<file path="src/rtl/floor_request_scheduler_pkg.sv">
`default_nettype none
// +----------------------------------------------------------------------------+
// | Package   : elevator_pkg                                                   |
// | Purpose   : Shared types, default sizes and floor-search helpers for the   |
// |             floor request scheduler (SCAN elevator controller).            |
// | Contents  : state_t enum {IDLE, MOVE, DOOR}; DEF_NUM_FLOORS, DEF_FLOOR_W;  |
// |             any_above(), any_below().                                      |
// | Revision  : 1.0 - initial release                                          |
// +----------------------------------------------------------------------------+
package elevator_pkg;

  localparam int DEF_NUM_FLOORS = 10;
  localparam int DEF_FLOOR_W    = 4;

  // Helpers take a fixed-width call vector so they serve any floor count up
  // to this limit; callers zero-extend their pending set.
  localparam int MAX_FLOORS = 32;

  typedef enum logic [1:0] {
    IDLE = 2'd0,
    MOVE = 2'd1,
    DOOR = 2'd2
  } state_t;

  // True when any call is strictly above 'floor'. A shift by 32 yields zero,
  // so the mask correctly becomes all-ones for the topmost index.
  function automatic logic any_above(input logic [MAX_FLOORS-1:0] pend,
                                     input int unsigned           floor);
    logic [MAX_FLOORS-1:0] at_or_below;
    at_or_below = (MAX_FLOORS'(1) << (floor + 1)) - MAX_FLOORS'(1);
    return |(pend & ~at_or_below);
  endfunction

  // True when any call is strictly below 'floor'.
  function automatic logic any_below(input logic [MAX_FLOORS-1:0] pend,
                                     input int unsigned           floor);
    logic [MAX_FLOORS-1:0] below;
    below = (MAX_FLOORS'(1) << floor) - MAX_FLOORS'(1);
    return |(pend & below);
  endfunction

endpackage
`default_nettype wire

</file>
<file path="src/rtl/floor_request_scheduler_if.sv">
`default_nettype none
// +----------------------------------------------------------------------------+
// | Interface : floor_request_scheduler_if                                     |
// | Purpose   : Bundles the call buttons and car status of the elevator        |
// |             controller.                                                    |
// | Signals   : call_in   - level floor-call buttons, bit f = floor f          |
// |             floorLED  - current car floor, binary                          |
// |             dir_up    - travel direction (1 = up)                          |
// |             moving    - car is stepping between floors                     |
// |             door_open - door held open at a serviced floor                 |
// |             pending   - outstanding, not-yet-serviced calls                |
// | Modports  : master = call panel / status reader, slave = scheduler         |
// | Revision  : 1.0 - initial release                                          |
// +----------------------------------------------------------------------------+
interface floor_request_scheduler_if
  import elevator_pkg::*;
#(
  parameter int NUM_FLOORS = DEF_NUM_FLOORS,
  parameter int FLOOR_W    = DEF_FLOOR_W
);

  logic [NUM_FLOORS-1:0] call_in;
  logic [FLOOR_W-1:0]    floorLED;
  logic                  dir_up;
  logic                  moving;
  logic                  door_open;
  logic [NUM_FLOORS-1:0] pending;

  modport master (
    output call_in,
    input  floorLED, dir_up, moving, door_open, pending
  );

  modport slave (
    input  call_in,
    output floorLED, dir_up, moving, door_open, pending
  );

endinterface
`default_nettype wire

</file>
<file path="src/rtl/floor_request_scheduler_cycle_timer.sv">
`default_nettype none
// +----------------------------------------------------------------------------+
// | Module    : cycle_timer                                                    |
// | Purpose   : Loadable down-counter shared by the floor-step timing and the  |
// |             door dwell. done_o is high whenever the count is zero.         |
// | Ports     : clk, reset    - clock, synchronous active-high reset           |
// |             load_i        - load load_val_i (has priority over counting)   |
// |             load_val_i    - value loaded; load N-1 for an N-cycle interval |
// |             done_o        - count has reached zero                         |
// | Revision  : 1.0 - initial release                                          |
// +----------------------------------------------------------------------------+
module cycle_timer
  import elevator_pkg::*;
#(
  parameter int WIDTH = 3
) (
  input  wire logic             clk,
  input  wire logic             reset,
  input  wire logic             load_i,
  input  wire logic [WIDTH-1:0] load_val_i,
  output logic                  done_o
);

  logic [WIDTH-1:0] count_q;

  always_ff @(posedge clk) begin
    if (reset) begin
      count_q <= '0;
    end else if (load_i) begin
      count_q <= load_val_i;
    end else if (count_q != '0) begin
      count_q <= count_q - WIDTH'(1);
    end
  end

  assign done_o = (count_q == '0);

endmodule
`default_nettype wire

</file>
<file path="src/rtl/floor_request_scheduler.sv">
`default_nettype none
// +----------------------------------------------------------------------------+
// | Module    : floor_request_scheduler                                        |
// | Purpose   : SCAN elevator car controller. Latches floor calls, keeps the   |
// |             travel direction while calls remain ahead, steps the car one   |
// |             floor per MOVE_CYCLES and holds the door for DWELL_CYCLES.     |
// | Ports     : clk   - system clock                                           |
// |             reset - synchronous, active-high reset                         |
// |             bus   - floor_request_scheduler_if.slave (call_in in;          |
// |                     floorLED, dir_up, moving, door_open, pending out)      |
// | Revision  : 1.0 - initial release                                          |
// +----------------------------------------------------------------------------+
module floor_request_scheduler
  import elevator_pkg::*;
#(
  parameter int NUM_FLOORS   = DEF_NUM_FLOORS,
  parameter int FLOOR_W      = DEF_FLOOR_W,
  parameter int MOVE_CYCLES  = 2,
  parameter int DWELL_CYCLES = 4
) (
  input  wire logic                 clk,
  input  wire logic                 reset,
  floor_request_scheduler_if.slave  bus
);

  localparam int TIMER_MAX = (MOVE_CYCLES > DWELL_CYCLES) ? MOVE_CYCLES : DWELL_CYCLES;
  localparam int TIMER_W   = $clog2(TIMER_MAX + 1);

  localparam logic [TIMER_W-1:0] C_MOVE_LOAD  = TIMER_W'(MOVE_CYCLES - 1);
  localparam logic [TIMER_W-1:0] C_DWELL_LOAD = TIMER_W'(DWELL_CYCLES - 1);
  localparam logic [FLOOR_W-1:0] C_TOP_FLOOR  = FLOOR_W'(NUM_FLOORS - 1);

  state_t                state_q,   state_d;
  logic [FLOOR_W-1:0]    floor_q,   floor_d;
  logic                  dir_q,     dir_d;
  logic [NUM_FLOORS-1:0] pending_q, pending_d;
  logic [NUM_FLOORS-1:0] clr;

  logic                  tmr_load;
  logic [TIMER_W-1:0]    tmr_val;
  logic                  tmr_done;

  logic                  calls_above;
  logic                  calls_below;

  cycle_timer #(
    .WIDTH (TIMER_W)
  ) u_timer (
    .clk        (clk),
    .reset      (reset),
    .load_i     (tmr_load),
    .load_val_i (tmr_val),
    .done_o     (tmr_done)
  );

  assign calls_above = any_above(MAX_FLOORS'(pending_q), 32'(floor_q));
  assign calls_below = any_below(MAX_FLOORS'(pending_q), 32'(floor_q));

  always_ff @(posedge clk) begin
    if (reset) begin
      state_q   <= IDLE;
      floor_q   <= '0;
      dir_q     <= 1'b1;
      pending_q <= '0;
    end else begin
      state_q   <= state_d;
      floor_q   <= floor_d;
      dir_q     <= dir_d;
      pending_q <= pending_d;
    end
  end

  always_comb begin
    state_d  = state_q;
    floor_d  = floor_q;
    dir_d    = dir_q;
    tmr_load = 1'b0;
    tmr_val  = '0;

    case (state_q)
      IDLE: begin
        // Decisions use the registered pending set only, never call_in.
        if (pending_q != '0) begin
          if (pending_q[floor_q]) begin
            state_d  = DOOR;
            tmr_load = 1'b1;
            tmr_val  = C_DWELL_LOAD;
          end else begin
            if (dir_q && calls_above) begin
              dir_d = 1'b1;
            end else if (calls_below) begin
              dir_d = 1'b0;
            end else begin
              dir_d = 1'b1;
            end
            state_d  = MOVE;
            tmr_load = 1'b1;
            tmr_val  = C_MOVE_LOAD;
          end
        end
      end

      MOVE: begin
        if (tmr_done) begin
          // Saturation guard: a step past either end parks the car instead.
          if (dir_q ? (floor_q == C_TOP_FLOOR) : (floor_q == '0)) begin
            state_d = IDLE;
          end else begin
            floor_d = dir_q ? (floor_q + FLOOR_W'(1)) : (floor_q - FLOOR_W'(1));
            tmr_load = 1'b1;
            if (pending_q[floor_d]) begin
              state_d = DOOR;
              tmr_val = C_DWELL_LOAD;
            end else begin
              tmr_val = C_MOVE_LOAD;
            end
          end
        end
      end

      DOOR: begin
        if (tmr_done) begin
          state_d = IDLE;
        end
      end

      default: begin
        state_d = IDLE;
      end
    endcase

    // The serviced floor is cleared on the edge that opens the door and on
    // every dwell edge, so it beats any simultaneous call to that floor.
    if ((state_d == DOOR) || (state_q == DOOR)) begin
      clr = NUM_FLOORS'(1) << floor_d;
    end else begin
      clr = '0;
    end
    pending_d = (pending_q | bus.call_in) & ~clr;
  end

  assign bus.floorLED  = floor_q;
  assign bus.dir_up    = dir_q;
  assign bus.moving    = (state_q == MOVE);
  assign bus.door_open = (state_q == DOOR);
  assign bus.pending   = pending_q;

endmodule
`default_nettype wire

</file>
<file path="src/flat_wrapper.sv">
// flat-port wrapper written by rule: the top's interface ports become plain ports
module floor_request_scheduler_flat import elevator_pkg::*;
#(
  parameter int NUM_FLOORS   = DEF_NUM_FLOORS,
  parameter int FLOOR_W      = DEF_FLOOR_W,
  parameter int MOVE_CYCLES  = 2,
  parameter int DWELL_CYCLES = 4
)
  (clk, reset, bus_call_in, bus_floorLED, bus_dir_up, bus_moving, bus_door_open, bus_pending);
  floor_request_scheduler_if #(.NUM_FLOORS(NUM_FLOORS), .FLOOR_W(FLOOR_W)) bus_i ();
  input  wire logic clk;
  input  wire logic reset;
  input wire logic [$bits(bus_i.call_in)-1:0] bus_call_in;
  output wire logic [$bits(bus_i.floorLED)-1:0] bus_floorLED;
  output wire logic [$bits(bus_i.dir_up)-1:0] bus_dir_up;
  output wire logic [$bits(bus_i.moving)-1:0] bus_moving;
  output wire logic [$bits(bus_i.door_open)-1:0] bus_door_open;
  output wire logic [$bits(bus_i.pending)-1:0] bus_pending;
  assign bus_i.call_in = bus_call_in;
  assign bus_floorLED = bus_i.floorLED;
  assign bus_dir_up = bus_i.dir_up;
  assign bus_moving = bus_i.moving;
  assign bus_door_open = bus_i.door_open;
  assign bus_pending = bus_i.pending;
  floor_request_scheduler #(.NUM_FLOORS(NUM_FLOORS), .FLOOR_W(FLOOR_W), .MOVE_CYCLES(MOVE_CYCLES), .DWELL_CYCLES(DWELL_CYCLES)) u_core (.clk(clk), .reset(reset), .bus(bus_i));
endmodule
</file>
<file path="config.mk">
export PLATFORM = sky130hd
export DESIGN_NAME = floor_request_scheduler_flat
export DESIGN_NICKNAME = d
export VERILOG_FILES = /design/src/rtl/floor_request_scheduler_pkg.sv /design/src/rtl/floor_request_scheduler_if.sv /design/src/rtl/floor_request_scheduler_cycle_timer.sv /design/src/rtl/floor_request_scheduler.sv /design/src/flat_wrapper.sv
export SDC_FILE = /design/constraint.sdc
export NUM_CORES = 1
export LEC_CHECK = 0
export CAP_MARGIN = 30
export CORE_ASPECT_RATIO = 0.9
export CORE_MARGIN = 2
export CORE_UTILIZATION = 35
export DETAILED_ROUTE_END_ITERATION = 12
export GPL_TIMING_DRIVEN = 0
export PLACE_DENSITY = 0.59
export SLEW_MARGIN = 25
export SYNTH_ARGS = -nofsm -noshare
export SYNTH_HDL_FRONTEND = slang
export SYNTH_SLANG_ARGS = --single-unit
</file>
<file path="constraint.sdc">
create_clock -name clk -period 10 [get_ports clk]
set_clock_uncertainty 0.2 [all_clocks]
set_input_delay 1 -clock clk [delete_from_list [all_inputs] [get_ports clk]]
set_output_delay 1 -clock clk [all_outputs]
set_load 0.005 [all_outputs]
</file>
==> impl_results.md, run 1 <==
- First-pass GRT wire length: between 9 and 10 mm
- Setup violators final: 0
- Worst path buffer plus inverter count: 4
- Required time worst endpoint: 9950 ps
- Grt total ovfl: 0
- Syn. warnings: 0
- Async SR Flop Fraction: 0%
- Cells along the critical path: buf_6 -> and2_1 -> buf_2 -> ha_1 -> clkbuf_1 -> and3_1 -> nand2_1 -> ha_1 -> clkbuf_1 -> nor4b_1 -> a31oi_1 -> o21ai_0 -> a22o_1 -> nand4b_1 -> a221o_1
- Worst-Margin Slew: 507 ps
- Area Growth Syn to Fin: 20.6%
- Reg clk slew, reported paths: about 70 ps
- WL/cell: 16.8 µm
- Syn_nets: 269
- Slowest stage delay, CP: about 390 ps
- DIE HEIGHT: approximately 74 µm
- Initial core utilization: 36.5%
- Layout cells sized above 1: roughly 7.6%
- Area contributors post-synth: dfxtp_1 (21%), nor2_1 (5.3%), ha_1 (5.2%), xnor2_1 (5.0%), o21bai_1 (4.3%)
- # IOs: 29
- Clk_lat worst skew: between 200 and 300 ps
- Largest net degree at the start of global routing: 11
- Die Wd: 82.0 µm
- N_diodes: 0
- Post-synth top cells: nor2_1 (27), dfxtp_1 (20), nand2_1 (19), a21oi_1 (13)
- Post-Synthesis Cells: 248
- CTS sink cnt: 20
- Leak: 0.000900 µW
- Router iterations before antenna repair: 4
- CTS Buffer Depth: 2
- Largest area contributor in the netlist: dfxtp_1
- CTS resizes: 0
- Max Freq: approximately 260 MHz
- DR vias: 1993
- DRT iter0 DRCs: 174
- Top delay family on crit path: simple AND/OR/NAND/NOR gates
- Nets@finish: around 300
- Top-count cell post-synth: nor2_1
- Clock root buffer: clkbuf_8
- TritonCTS clock tree: done
- Critical path type: reg2reg
- Maximum VDD drop: 0.111 mV
- EDFF count, synth: 0
- Max_slew headroom: 66.2%
- CORE AREA: roughly 0.0053 mm²
- Initial antenna violation count: 0
- Setup TNS: 0 ps
- GRT Util Overall: 20.7%
- WHS: 325 ps
- Routability cong.: 0.868
- Hold Violations, Final: 0
- Critical Path AT: 3830 ps
- TritonCTS Buffers: 3
- Final Max Tran Viols: 0
- # DRC: 0
- Mapped cell area: 0.00192 mm²
- Ys flop type: dfxtp_1
- Post-DRT Antenna Nets: 0
- Crit path time final: roughly 3900 ps
- Placed cells: 342
- Dpl hpwl: 4.36 mm
- RSZ-0062 raised after global routing: no
- Ratio of final minimum period to clock period: 38.8%
- Sequential share of the synthesized area: between 20% and 30%
- Max Cap Viol: 0
- Hold_buf cts: 0
- #FFs+latches synth: 20
- Fin cells: 345
- Status: finished, final reports clean
- H-tree lvl count: 1
- CP max stage cell: ha_1
- Top cell type's share of synthesized area: 20.9%
- CP max FO: 10
- IO buf count: 27
- Worst setup SP type: register
- PwrDens: between 200 and 250 mW/mm²
- Die ar.: 0.00608 mm²
- Avg Cell Area, Syn: 7.72 µm²
- Setup repair bufs after CTS: 0
- Crit end category: register
- Via density per instance: 5.78
- Total power: approximately 520 µW
- Post-synth cell types: 54
- WL final: 5.79 mm
- Vias in the first global route: roughly 1900
- Row cnt: 25
- HP Class: reg2reg
[power by group]
| part | internal, µW | switching, µW |
|---|---|---|
| clock network | 26.9 | 26.3 |
| logic | 158 | 186 |
| registers | 96.0 | 27.8 |
| total | 280 | 240 |
[path summary, 6_finish.rpt]
path                     startpoint                 to  slack [ps]  cells after the start
max          u_core.bus.floorLED[0]  u_core.bus.dir_up        6120                     15
min               u_core.state_q[1]  u_core.state_q[1]         320                      2
max reg2reg  u_core.bus.floorLED[0]  u_core.bus.dir_up        6120                     15
min reg2reg       u_core.state_q[1]  u_core.state_q[1]         320                      2
[registers in the layout, summed over array words and instances (netlist names)]
name	cells
u_core.u_timer.count_q	3
u_core.bus.pending	10
u_core.bus.dir_up	1
u_core.bus.floorLED	4
u_core.state_q	2
[cell families (layout without fill, tap and decap cells)]
logic type | count (synthesis) | after routing | synth area share, %
XOR/XNOR | 14 | 14 | 6.40
adder cells (fa/ha/maj) | 9 | 9 | 6.27
AO/OA/AOI/OAI | 69 | 69 | 24.8
multiplexers | 10 | 10 | 7.58
buffers and inverters | 26 | 56 | 7.18
AND/OR/NAND/NOR | 100 | 100 | 26.8
flip-flops | 20 | 20 | 20.9
[stage by stage]
| step | instance area [µm²] | utilization [%] | setup WS, ps |
|---|---|---|---|
| global route | 2310 | 44.0 | 5810 |
| finish | 2310 | 44.0 | 6120 |
| floorplan | 1920 | - | 6600 |
| detailed placement | 2270 | 43.2 | 6180 |
| CTS | 2310 | 44.0 | 6160 |
| global placement | 2270 | 43.2 | 6170 |
[placed cells by master, fill, tap and decap left out, drive strengths merged, types with 10 or more instances in the layout]
master         netlist  layout
dfxtp               20      20
a31oi               11      11
clkbuf               7      10
o21bai              11      11
buf                 10      10
a21oi               13      13
clkdlybuf4s50        0      27
nor2                27      27
nand2               19      19
xnor2               11      11
[worst register-to-register path, delay by kind of cell, from the launching register on]
family	cells	cell delay, ps
adders and majority gates	2	590
buffers and inverters	4	880
DFF	1	370
AOI/OAI and AO/OA	4	770
and+or+nand+nor	5	950
[per-layer routing]
layer	share of wire [%]	global-route usage [%]	wire length [µm]
met1	48	30.0	2750
met2	43	31.2	2470
met3	6.9	2.67	399
met4	2.8	7.96	163
met5	0	0	0
[layout make-up]
class,count,area (µm²)
Sequential cell,20,400
Buffer,17,104
Clock buffer,3,41.3
Timing Repair Buffer,27,270
Inverter,9,33.8
Fill cell,538,2940
Tap cell,67,83.8
Multi-Input combinational cell,202,1380
Note: power is estimated with default switching activity, not from simulation.
==> inputs of run 2 (changes only) <==
- clock period: 10 -> 3.6 ns (I/O delays scaled with it)
==> run 2 against run 1 <==
Against the previous run:
- register-to-register slack worse by 5900 ps
- sequential cell count unchanged
- worst hold slack barely moved
- sequential share of layout area is 0.077 points lower
- routed wire length about the same
- final area increased by 0.76%
==> impl_results.md, run 2 (synthesis gave the netlist of run 1 again) <==
- Status: finished, final reports clean
- Slowest stage delay, CP: 370 ps (-20 ps)
- Clk_lat worst skew: 260 ps (about the same)
- Post-DRT Antenna Nets: 0 (unchanged)
- Max reg flops: 10 (unchanged)
- Final Max Tran Viols: 0 (unchanged)
- Leak: 0.000904 µW (+0.43%)
- Clock root buffer: clkbuf_8
- Worst setup SP type: register
- IO buf count: 27 (unchanged)
- Crit path time final: 3380 ps (-501 ps)
- Max Cap Viol: 0 (unchanged)
- Die Wd: 82.0 µm (unchanged)
- Reg clk slew, reported paths: 70 ps (about the same)
- Met2 WL: 2.54 mm (+2.7%)
- Met3 WL post-DR: 365 µm (-8.5%)
- Max Freq: 296 MHz (+15%)
- CP max stage cell: ha_4
- N_diodes: 0 (unchanged)
- First-pass GRT wire length: 9.57 mm (-0.86%)
- R2r endpoint: u_core.bus.dir_up
- Hold depth: 2 (unchanged)
- Post-Layout Inst Area: 0.00233 mm² (+0.76%)
- Most frequent cells in the layout: nor2_1 (27), clkdlybuf4s50_1 (27), nand2_1 (19), dfxtp_1 (19), a21oi_1 (13)
- Reg-to-Reg Start: u_core.bus.floorLED[0]
- Top delay family on crit path: simple AND/OR/NAND/NOR gates
- Largest net degree at the start of global routing: 16 (+5)
- Max_slew headroom: 65.8% (-0.41 points)
- H-tree lvl count: 1 (unchanged)
- Routability cong.: 0.868 (unchanged)
- Grt total ovfl: 0 (unchanged)
- PwrDens: 624 mW/mm² (+180%)
- Hold Violations, Final: 0 (unchanged)
- Maximum VDD drop: 0.303 mV (+170%)
- TritonCTS Buffers: 3 (unchanged)
- Dpl hpwl: 4.36 mm (unchanged)
- DRT iter0 DRCs: 102 (-41%)
- Setup repair bufs after CTS: 0 (unchanged)
- Placed cells: 342 (unchanged)
- Cells along the critical path: buf_6 -> and2_1 -> buf_2 -> ha_4 -> and3_1 -> nand2_1 -> ha_1 -> clkbuf_1 -> nor4b_2 -> a31oi_1 -> o21ai_0 -> a22o_1 -> nand4b_1 -> a221o_1
- CP max FO: 15 (+5)
- Initial core utilization: 36.5% (unchanged)
- CORE AREA: 0.00526 mm² (unchanged)
- Fin cells: 344 (-0.29%)
- Worst Hold Path EP: u_core.state_q[1]
- Worst-Margin Slew: 513 ps (+6.20 ps)
- Critical Path AT: 3330 ps (-500 ps)
- CTS sink cnt: 20 (unchanged)
- TritonCTS clock tree: done
- Die ar.: 0.00608 mm² (unchanged)
- Via density per instance: 5.73 (-0.77%)
- WL/cell: 16.8 µm (+0.26%)
- Area Growth Syn to Fin: 21.6%
- Register Area: 402 µm² (+0.31%)
- DR top layer: met4
- Fin util: 44.3% (+0.33 points)
- Nets@finish: 300 (-0.33%)
- GRT Util Overall: 20.5% (-0.15 points)
- Ratio of final minimum period to clock period: 94.0% (+55 points)
- Metal1 wirelength: 2.78 mm (+1.0%)
- HP Class: reg2reg
- Vias in the first global route: 1899 (-0.63%)
- Router iterations before antenna repair: 4 (unchanged)
- # IOs: 29 (unchanged)
- Critical path type: reg2reg
- Total power: 1450 µW (+180%)
- DR vias: 1972 (-1.1%)
- Hold path startpoint: u_core.state_q[1]
- Layout cells sized above 1: 9.03% (+1.5 points)
- R2R cell count: 14 (-1)
- Dpl cell area: 0.00227 mm² (unchanged)
- Setup violators final: 0 (unchanged)
- Flop-to-flop setup slack: 220 ps (-5900 ps)
- Worst path buffer plus inverter count: 3 (-1)
- Required time worst endpoint: 3550 ps (-6400 ps)
- # DRC: 0 (unchanged)
- Initial antenna violation count: 0 (unchanged)
- Row cnt: 25 (unchanged)
- WL final: 5.79 mm (about the same)
- Crit end category: register
- DIE HEIGHT: 74.2 µm (unchanged)
- Fill cells: 535 (-0.56%)
- Multi-input gate area: 0.00140 mm² (+1.4%)
- CTS Buffer Depth: 2 (unchanged)
## run 2: where the power goes
part           switching, µW  internal, µW  total, µW
combinational            519           441        960
sequential              77.4           268        345
clock                   72.8          74.7        147
## run 2: through the flow
step | setup TNS (ps) | hold slack, ps | setup WS (ps)
after floorplan | 0 | 290 | 202
after global placement | -226 | 331 | -226
after detailed placement | -218 | 318 | -218
after CTS | 0 | 329 | 47.1
after global routing | -23.2 | 378 | -23.2
final | 0 | 325 | 216
## run 2: routing by layer
layer | vias to the layer above | global-route usage, %
met5 | - | 0
met1 | 918 | 29.7
met4 | 0 | 7.96
met2 | 75 | 31.0
met3 | 9 | 2.67
li1 | 970 | -
## run 2: worst reg2reg max path: stages (launching register included)
cell and delay (ps):
dfxtp_2 360, buf_6 150, and2_1 150, buf_2 170
ha_4 370, and3_1 230, nand2_1 70, ha_1 200
clkbuf_1 190, nor4b_2 310, a31oi_1 60, o21ai_0 160
a22o_1 170, nand4b_1 120, a221o_1 370
## run 2: cell type report
class	instances	share of cell area [%]
Multi-Input combinational cell	202	60.0
Clock buffer	3	1.77
Tap cell	67	3.60
Inverter	9	1.45
Timing Repair Buffer	27	11.6
Buffer	16	4.35
Sequential cell	20	17.2
## run 2: repair_timing
action | 4_1_cts | 5_1_grt
gates cloned | 0 | 0
hold buffers | 0 | 0
pin swaps | 0 | 1
setup endpoints to repair | 1 | 1
gates resized for setup | 1 | 4
## run 2: worst max path at each step
stage / cells past startpoint / start / to
global route: 14 / u_core.bus.floorLED[0] / u_core.bus.dir_up
floorplan: 15 / u_core.bus.floorLED[0] / u_core.bus.dir_up
finish: 14 / u_core.bus.floorLED[0] / u_core.bus.dir_up
detailed placement: 15 / u_core.bus.floorLED[0] / u_core.bus.dir_up
global placement: 15 / u_core.bus.floorLED[0] / u_core.bus.dir_up
CTS: 14 / u_core.bus.floorLED[0] / u_core.bus.dir_up
